File: src/rtl/sudoku_cell_p.sv
// One Sudoku cell: solved value, pencil marks, live candidate set and a small
// snapshot stack for backtracking. One operation is applied per clock.
module sudoku_cell_p #(
    parameter int N     = 9,
    parameter int DEPTH = 4,
    localparam int CW   = $clog2(N + 1)
) (
    input  logic          clk,
    input  logic          reset,
    input  logic [N-1:0]  wr_data,
    output logic [N-1:0]  rd_data,
    input  logic [1:0]    address,
    input  logic          we,
    input  logic          oe,
    input  logic          latch_valid,
    input  logic          latch_singleton,
    input  logic          push,
    input  logic          pop,
    output logic          is_singleton,
    output logic          solved,
    output logic          conflict,
    output logic [CW-1:0] cand_count,
    output logic          stack_full,
    output logic          stack_empty,
    output logic          overflow,
    output logic          underflow
);

    localparam int DW = $clog2(DEPTH + 1);
    localparam int AW = (DEPTH > 1) ? $clog2(DEPTH) : 1;

    logic [N-1:0]  value_reg, value_next;
    logic [N-1:0]  pencil_reg, pencil_next;
    logic [N-1:0]  valid_reg, valid_next;
    logic [DW-1:0] depth_reg, depth_next;
    logic          overflow_reg, overflow_next;
    logic          underflow_reg, underflow_next;
    logic          push_fire;

    logic [3*N-1:0] stack_mem [DEPTH];
    logic [3*N-1:0] top_entry;
    logic [AW-1:0]  wr_addr;
    logic [AW-1:0]  rd_addr;

    // Candidate count as a running sum over the valid bits.
    logic [CW-1:0] psum [N+1];
    assign psum[0] = '0;
    generate
        for (genvar gi = 0; gi < N; gi++) begin : g_popcount
            assign psum[gi+1] = psum[gi] + CW'(valid_reg[gi]);
        end
    endgenerate

    assign cand_count   = psum[N];
    assign is_singleton = (cand_count == CW'(1));
    assign solved       = (value_reg != '0);
    assign conflict     = (value_reg == '0) && (valid_reg == '0);
    assign stack_full   = (depth_reg == DW'(DEPTH));
    assign stack_empty  = (depth_reg == '0);
    assign overflow     = overflow_reg;
    assign underflow    = underflow_reg;

    assign wr_addr   = AW'(depth_reg);
    assign rd_addr   = AW'(depth_reg - DW'(1));
    assign top_entry = stack_mem[rd_addr];

    always_comb begin
        rd_data = '0;
        if (oe) begin
            case (address)
                2'd0:    rd_data = value_reg;
                2'd1:    rd_data = pencil_reg;
                2'd2:    rd_data = valid_reg;
                default: rd_data = N'(cand_count);
            endcase
        end
    end

    always_comb begin
        value_next     = value_reg;
        pencil_next    = pencil_reg;
        valid_next     = valid_reg;
        depth_next     = depth_reg;
        overflow_next  = overflow_reg;
        underflow_next = underflow_reg;
        push_fire      = 1'b0;

        if (we) begin
            // A write owns the cycle even for the read-only addresses, so any
            // concurrent push/pop is swallowed without touching the flags.
            case (address)
                2'd0: begin
                    value_next = wr_data;
                    valid_next = (wr_data == '0) ? ~pencil_reg : '0;
                end
                2'd1: begin
                    pencil_next = wr_data;
                    valid_next  = (value_reg == '0) ? ~wr_data : '0;
                end
                default: ;
            endcase
        end else if (pop) begin
            if (stack_empty) begin
                underflow_next = 1'b1;
            end else begin
                {value_next, pencil_next, valid_next} = top_entry;
                depth_next = depth_reg - DW'(1);
            end
        end else if (push) begin
            if (stack_full) begin
                overflow_next = 1'b1;
            end else begin
                push_fire  = 1'b1;
                depth_next = depth_reg + DW'(1);
            end
        end else if (latch_valid) begin
            if (value_reg == '0) begin
                valid_next = valid_reg & wr_data;
            end
        end else if (latch_singleton) begin
            if ((value_reg == '0) && is_singleton) begin
                value_next = valid_reg;
                valid_next = '0;
            end else begin
                valid_next = (value_reg == '0) ? ~pencil_reg : '0;
            end
        end
    end

    always_ff @(posedge clk) begin
        if (reset) begin
            value_reg     <= '0;
            pencil_reg    <= '0;
            valid_reg     <= '1;
            depth_reg     <= '0;
            overflow_reg  <= 1'b0;
            underflow_reg <= 1'b0;
        end else begin
            value_reg     <= value_next;
            pencil_reg    <= pencil_next;
            valid_reg     <= valid_next;
            depth_reg     <= depth_next;
            overflow_reg  <= overflow_next;
            underflow_reg <= underflow_next;
        end
    end

    always_ff @(posedge clk) begin
        if (push_fire && !reset) begin
            stack_mem[wr_addr] <= {value_reg, pencil_reg, valid_reg};
        end
    end

endmodule

File: config.mk
export PLATFORM = sky130hd
export DESIGN_NAME = sudoku_cell_p
export DESIGN_NICKNAME = d
export VERILOG_FILES = /design/src/rtl/sudoku_cell_p.sv
export SDC_FILE = /design/constraint.sdc
export NUM_CORES = 1
export LEC_CHECK = 0
export ABC_CLOCK_PERIOD_IN_PS = 5300
export CAP_MARGIN = 20
export CORE_ASPECT_RATIO = 0.5
export CORE_UTILIZATION = 55
export CTS_BUF_LIST = sky130_fd_sc_hd__clkbuf_2 sky130_fd_sc_hd__clkbuf_4 sky130_fd_sc_hd__clkbuf_8
export CTS_CLUSTER_SIZE = 25
export DETAILED_ROUTE_END_ITERATION = 10
export HOLD_SLACK_MARGIN = 0.03
export PLACE_DENSITY = 0.76
export SETUP_SLACK_MARGIN = 0.02
export SLEW_MARGIN = 20
export SYNTH_ARGS = -nofsm -noshare
export SYNTH_HDL_FRONTEND = slang
export SYNTH_SLANG_ARGS = --single-unit
File: constraint.sdc
create_clock -name clk -period 5.3 [get_ports clk]
set_input_delay 0.795 -clock clk [delete_from_list [all_inputs] [get_ports clk]]
set_output_delay 0.795 -clock clk [all_outputs]
set_load 0.01 [all_outputs]
# Yosys cells after proc, flatten, opt, wreduce, memory -nomap -nowiden
# Memories as Yosys holds them, arrays and structs flattened.
# Cells that the tools add are included.
[totals] ff_bits=32 memories=1 ram_bits=108
[memory_table] memory="stack_mem" words=4 width=27 rd=1 rd_ports_with_merged_regs=0 write_ports=1 line="40" text="logic [3*N-1:0] stack_mem [DEPTH];"
[classes] n_mux=36 addsub=10 n_bitwise=5 eq_ne=14 n_reduce_logical=21
[ops] op="$mux 9" n=24
[ops] op="$logic_not 9->1" n=3
[ops] op="$pmux 9 s3" n=1
[ops] op="$add 4x1->4" n=5
[ops] op="$not 9->9" n=2
[ops] op="$pmux 9 s2" n=1
[ops] op="$mux 3" n=4
[ops] op="$and 9x9->9" n=1
[ops] op="$reduce_bool 9->1" n=1
[ops] op="$reduce_and 4->1" n=2
[ops] op="$mux 1" n=6
[ops] op="$ne 2x2->1 const B" n=3
[ops] op="$ne 3x2->1 const B" n=2
[ops] op="$reduce_and 3->1" n=2
[ops] op="$reduce_and 6->1" n=1
[ops] op="$reduce_bool 3->1" n=2
[ops] op="$reduce_and 5->1" n=1
[ops] op="$add 3x1->4" n=1
[ops] op="$eq 4x1->1 const B" n=1
[ops] op="$ne 2x1->1 const B" n=2
[ops] op="$ne 4x2->1 const B" n=1
[ops] op="$reduce_bool 2->1" n=2
[ops] op="$reduce_bool 4->1" n=1
[ops] op="$add 2x1->3" n=1
[ops] op="13 further kinds" n=16

# Longest topological paths before layout
[depth] word_depth=16 mapped_depth=14 mapped_depth_nobuf=12

# Least setup slack after synthesis
# No wires, ideal clock.
[synth_timing] kind="register to output" from="register valid_reg[1]" to="output port rd_data[1]" stages_incl_launch_ff=10 path_buffers=0 t_arrival_ns=3.437 path_slack_ns=1.068 required_time_ns=4.505 cell_sequence="dfxtp_1 -> inv_1 -> fa_1 -> fa_1 -> fa_1 -> fa_1 -> inv_1 -> fa_1 -> mux4_2 -> and2_1"
[synth_lines] element="from (decl)" line="34" text="logic [N-1:0] valid_reg, valid_next;"
[synth_lines] element="from (signal assigned)" line="141" text="valid_reg <= valid_next;"
[synth_lines] element="to (decl)" line="11" text="output logic [N-1:0] rd_data,"

# Final worst setup path
[layout_timing] from="register valid_reg[3]" to="output port is_singleton"
[layout_via] elab_chain_len=7
[layout_lines] element="$add 3x1->4" line="50" text="assign psum[gi+1] = psum[gi] + CW'(valid_reg[gi]);"
[layout_lines] element="$add 4x1->4 (5 in a row)" line="50"
[layout_lines] element="$eq 4x1->1" line="55" text="assign is_singleton = (cand_count == CW'(1));"
[layout_lines] element="to (decl)" line="19" text="output logic is_singleton,"
# Every way passes these cells.

==> results.md <==
- Initial antenna violation count: 0
- Min-delay worst type: flop to flop
- TritonCTS Buffers: 17
- Crit start category: flop
- Core area: 0.0112 mm²
- Crit-path leading delay family: adder cells
- Initial DRC count: 515
- Pre-CTS WS: 450 ps
- Die area: 0.0122 mm²
- Commonest cells after routing, fill and taps aside: edfxtp_1 (108), clkdlybuf4s50_1 (36), mux2i_1 (32)
- Total GRT Usage: 0.268
- Hold_ws: 492 ps
- Clk_lat worst skew: 440 ps
- Sequential share of the synthesized area: 0.602
- Post-synth cell types: 55
- Warnings, synthesis: 0
- Crit share post-route: 0.958
- Count of final setup violators: 0
- R2R setup slack: 950 ps
- Tightest Pin Transition: 886 ps
- Crit path top cell by count: fa_1
- Die height: 78.6 µm
- Crit path max-delay cell type: clkdlybuf4s50_1
- Crit path cell chain: inv_1 > fa_1 > fa_1 > fa_1 > fa_1 > inv_1 > fa_1 > nor3_1 > buf_4 > and2_1 > clkdlybuf4s50_1
- #FFs+latches synth: 140
- Overflow after GRT: 0
- Max VDD drop: 0.000179 V
- Largest net degree at the start of global routing: 40
- Min Tclk post-route: 5080 ps
- # Max-Cap Violations: 0
- Boundary pin count: 39
- Syn nets: 498
- Cell taking the most area after synthesis: edfxtp_1
- Lkg Pwr: 2.59 nW
- Final Hold Fails: 0
- Worst Path Arrival: 4280 ps
- Floorplan row count: 27
- Most common cell after layout, fill and taps aside: edfxtp_1
- Avg Inst Size Synth: 13.9 µm²
- DP Wirelength: 9690 µm
- CTS H-tree lvls: 4
- DR vias: 4172
- Crit path largest cell delay: 520 ps
- Port Buffers: 38
- TritonCTS Sinks: 140
- Drt wl/cell: 22.6 µm
- WP buf/inv: 4
- Result of the run: finished clean
- Longest Clk Path Bufs: 2
- Largest register FFs: 108
- Area contributors post-synth: edfxtp_1 (50%), dfxtp_1 (9.9%), mux4_2 (7.3%)
- Synth-to-Final Area Change: 15.3%
- Max Clock Skew: 13.7 ps
- Final Net Count: 537
- RSZ-0062 raised after global routing: no
- Setup ws final: 224 ps
- CTS tree: built
- First-pass GRT wire length: 23400 µm
- Vias in the first global route: 3936
- CP required: 4510 ps
- Routability cong.: 0.916
- CTS clock-pin slew for the worst setup and hold paths: 80 ps
- Max-slew violation count: 0
- FMAX: 197 MHz
- Via density: 6.17
- Share of layout cells above drive strength 1: 0.170
- Fillcell total: 815
- Ant diodes: 0
- CP max FO: 10
- Initial Utilization: 0.576
- Post-Syn Instances: 465
- Antenna Violating Nets Remaining: 0
- Fin Setup TNS: 0 ps
- WL final: 15300 µm
- Post-CTS Setup Inserts: 0
- Synth Cell Area: 0.00646 mm²
- Residual DRC: 0
- Root buf cell: clkbuf_8
- Cts hold-fix bufs: 0
- Worst Setup End Kind: output pin
- Die Width: 155 µm
- Yosys top cell area share: 0.502
- Top reg by flops: stack_mem
- Rel. slew slack: 0.409
- DRT Pass-1 Iters: 6
- P per Cell Area: 407 mW/mm²
- Setup CP Type: flop to output pin
-- worst register-to-register path: stages, from the launching register on --
cell and delay, ps:
dfxtp_2 420, inv_1 80, fa_1 530, fa_1 430
fa_1 510, fa_1 190, inv_1 60, fa_1 430
xor2_1 250, nor3_1 80, buf_4 160, a2111oi_4 790
o21ba_1 220, o32a_2 150
-- cells by family after synthesis --
kind of cell / share of synthesized area
compound gates: 0.106
xor+xnor: 0.00407
fa+ha+maj: 0.0329
buf+inv: 0.0380
flops: 0.602
mux: 0.127
simple gates: 0.0905
-- synth_stat cells, drive strengths merged --
library cell / instances
edfxtp: 108
dfxtp: 32
mux2i: 32
nand2: 31
inv: 23
mux4: 22
nor2: 20
nand3: 18
a21oi: 17
and2: 16
buf: 16
o21ai: 16
clkbuf: 13
a211oi: 9
ha: 9
o211ai: 9
o21ba: 9
o32a: 9
o22a: 8
nor3b: 7
fa: 5
nor4: 4
and3: 3
nor2b: 3
nor3: 3
a311oi: 2
a31oi: 2
nand2b: 2
nor4b: 2
or2: 2
xnor2: 2
a2111oi: 1
a22oi: 1
a311o: 1
a31o: 1
a41oi: 1
and4b: 1
o21bai: 1
o22ai: 1
o31ai: 1
or3b: 1
xor2: 1
-- through the flow --
stage               power, mW  std cells   util  instance area, µm²
finish                   3.03        676  0.664                7450
detailed placement       2.06        644  0.622                6970
floorplan                1.80        465      -                6460
CTS                      3.03        676  0.663                7440
global placement         2.03        644  0.622                6970
global route             3.14        676  0.664                7450
-- report_power, final --
group	leakage [nW]	total (mW)	switching, mW	internal (mW)
clock network	0.228	0.986	0.411	0.576
logic	1.11	0.729	0.367	0.362
registers	1.25	1.31	0.0717	1.24
-- final timing paths --
check,from,endpoint,cells past startpoint
setup / recovery,valid_reg[3]$_SDFFE_PP1P_,is_singleton,11
hold / removal,underflow$_SDFFE_PP0P_,underflow$_SDFFE_PP0P_,2
setup reg to reg,valid_reg[3]$_SDFFE_PP1P_,valid_reg[7]$_SDFFE_PP1P_,13
hold reg to reg,underflow$_SDFFE_PP0P_,underflow$_SDFFE_PP0P_,2
-- area by class of cell --
type	instances	area (µm²)	area share
multi-input combinational	273	2330	0.312
tap	159	199	0.0267
inverter	23	86.3	0.0116
clock buffer	19	249	0.0334
sequential	140	3890	0.523
clock inverter	13	214	0.0287
timing repair buffer	49	480	0.0645
-- repair_timing --
| action | in CTS | in global routing |
|---|---|---|
| endpoints found under the setup margin | 2 | 3 |
| cloned | 0 | 0 |
| pin swaps | 0 | 0 |
| gates resized for setup | 2 | 4 |
| hold endpoints to repair | 0 | 0 |
-- routing by layer --
| layer | track usage | routed length [µm] | share of wire | vias up |
|---|---|---|---|---|
| met5 | 0 | 0 | 0 | - |
| met1 | 0.403 | 6830 | 0.45 | 2067 |
| met4 | 0.0765 | 170 | 0.011 | 0 |
| met3 | 0.0563 | 1430 | 0.093 | 20 |
| met2 | 0.394 | 6840 | 0.45 | 233 |
| li1 | - | - | - | 1852 |
Power figures use the tool's default switching activity.
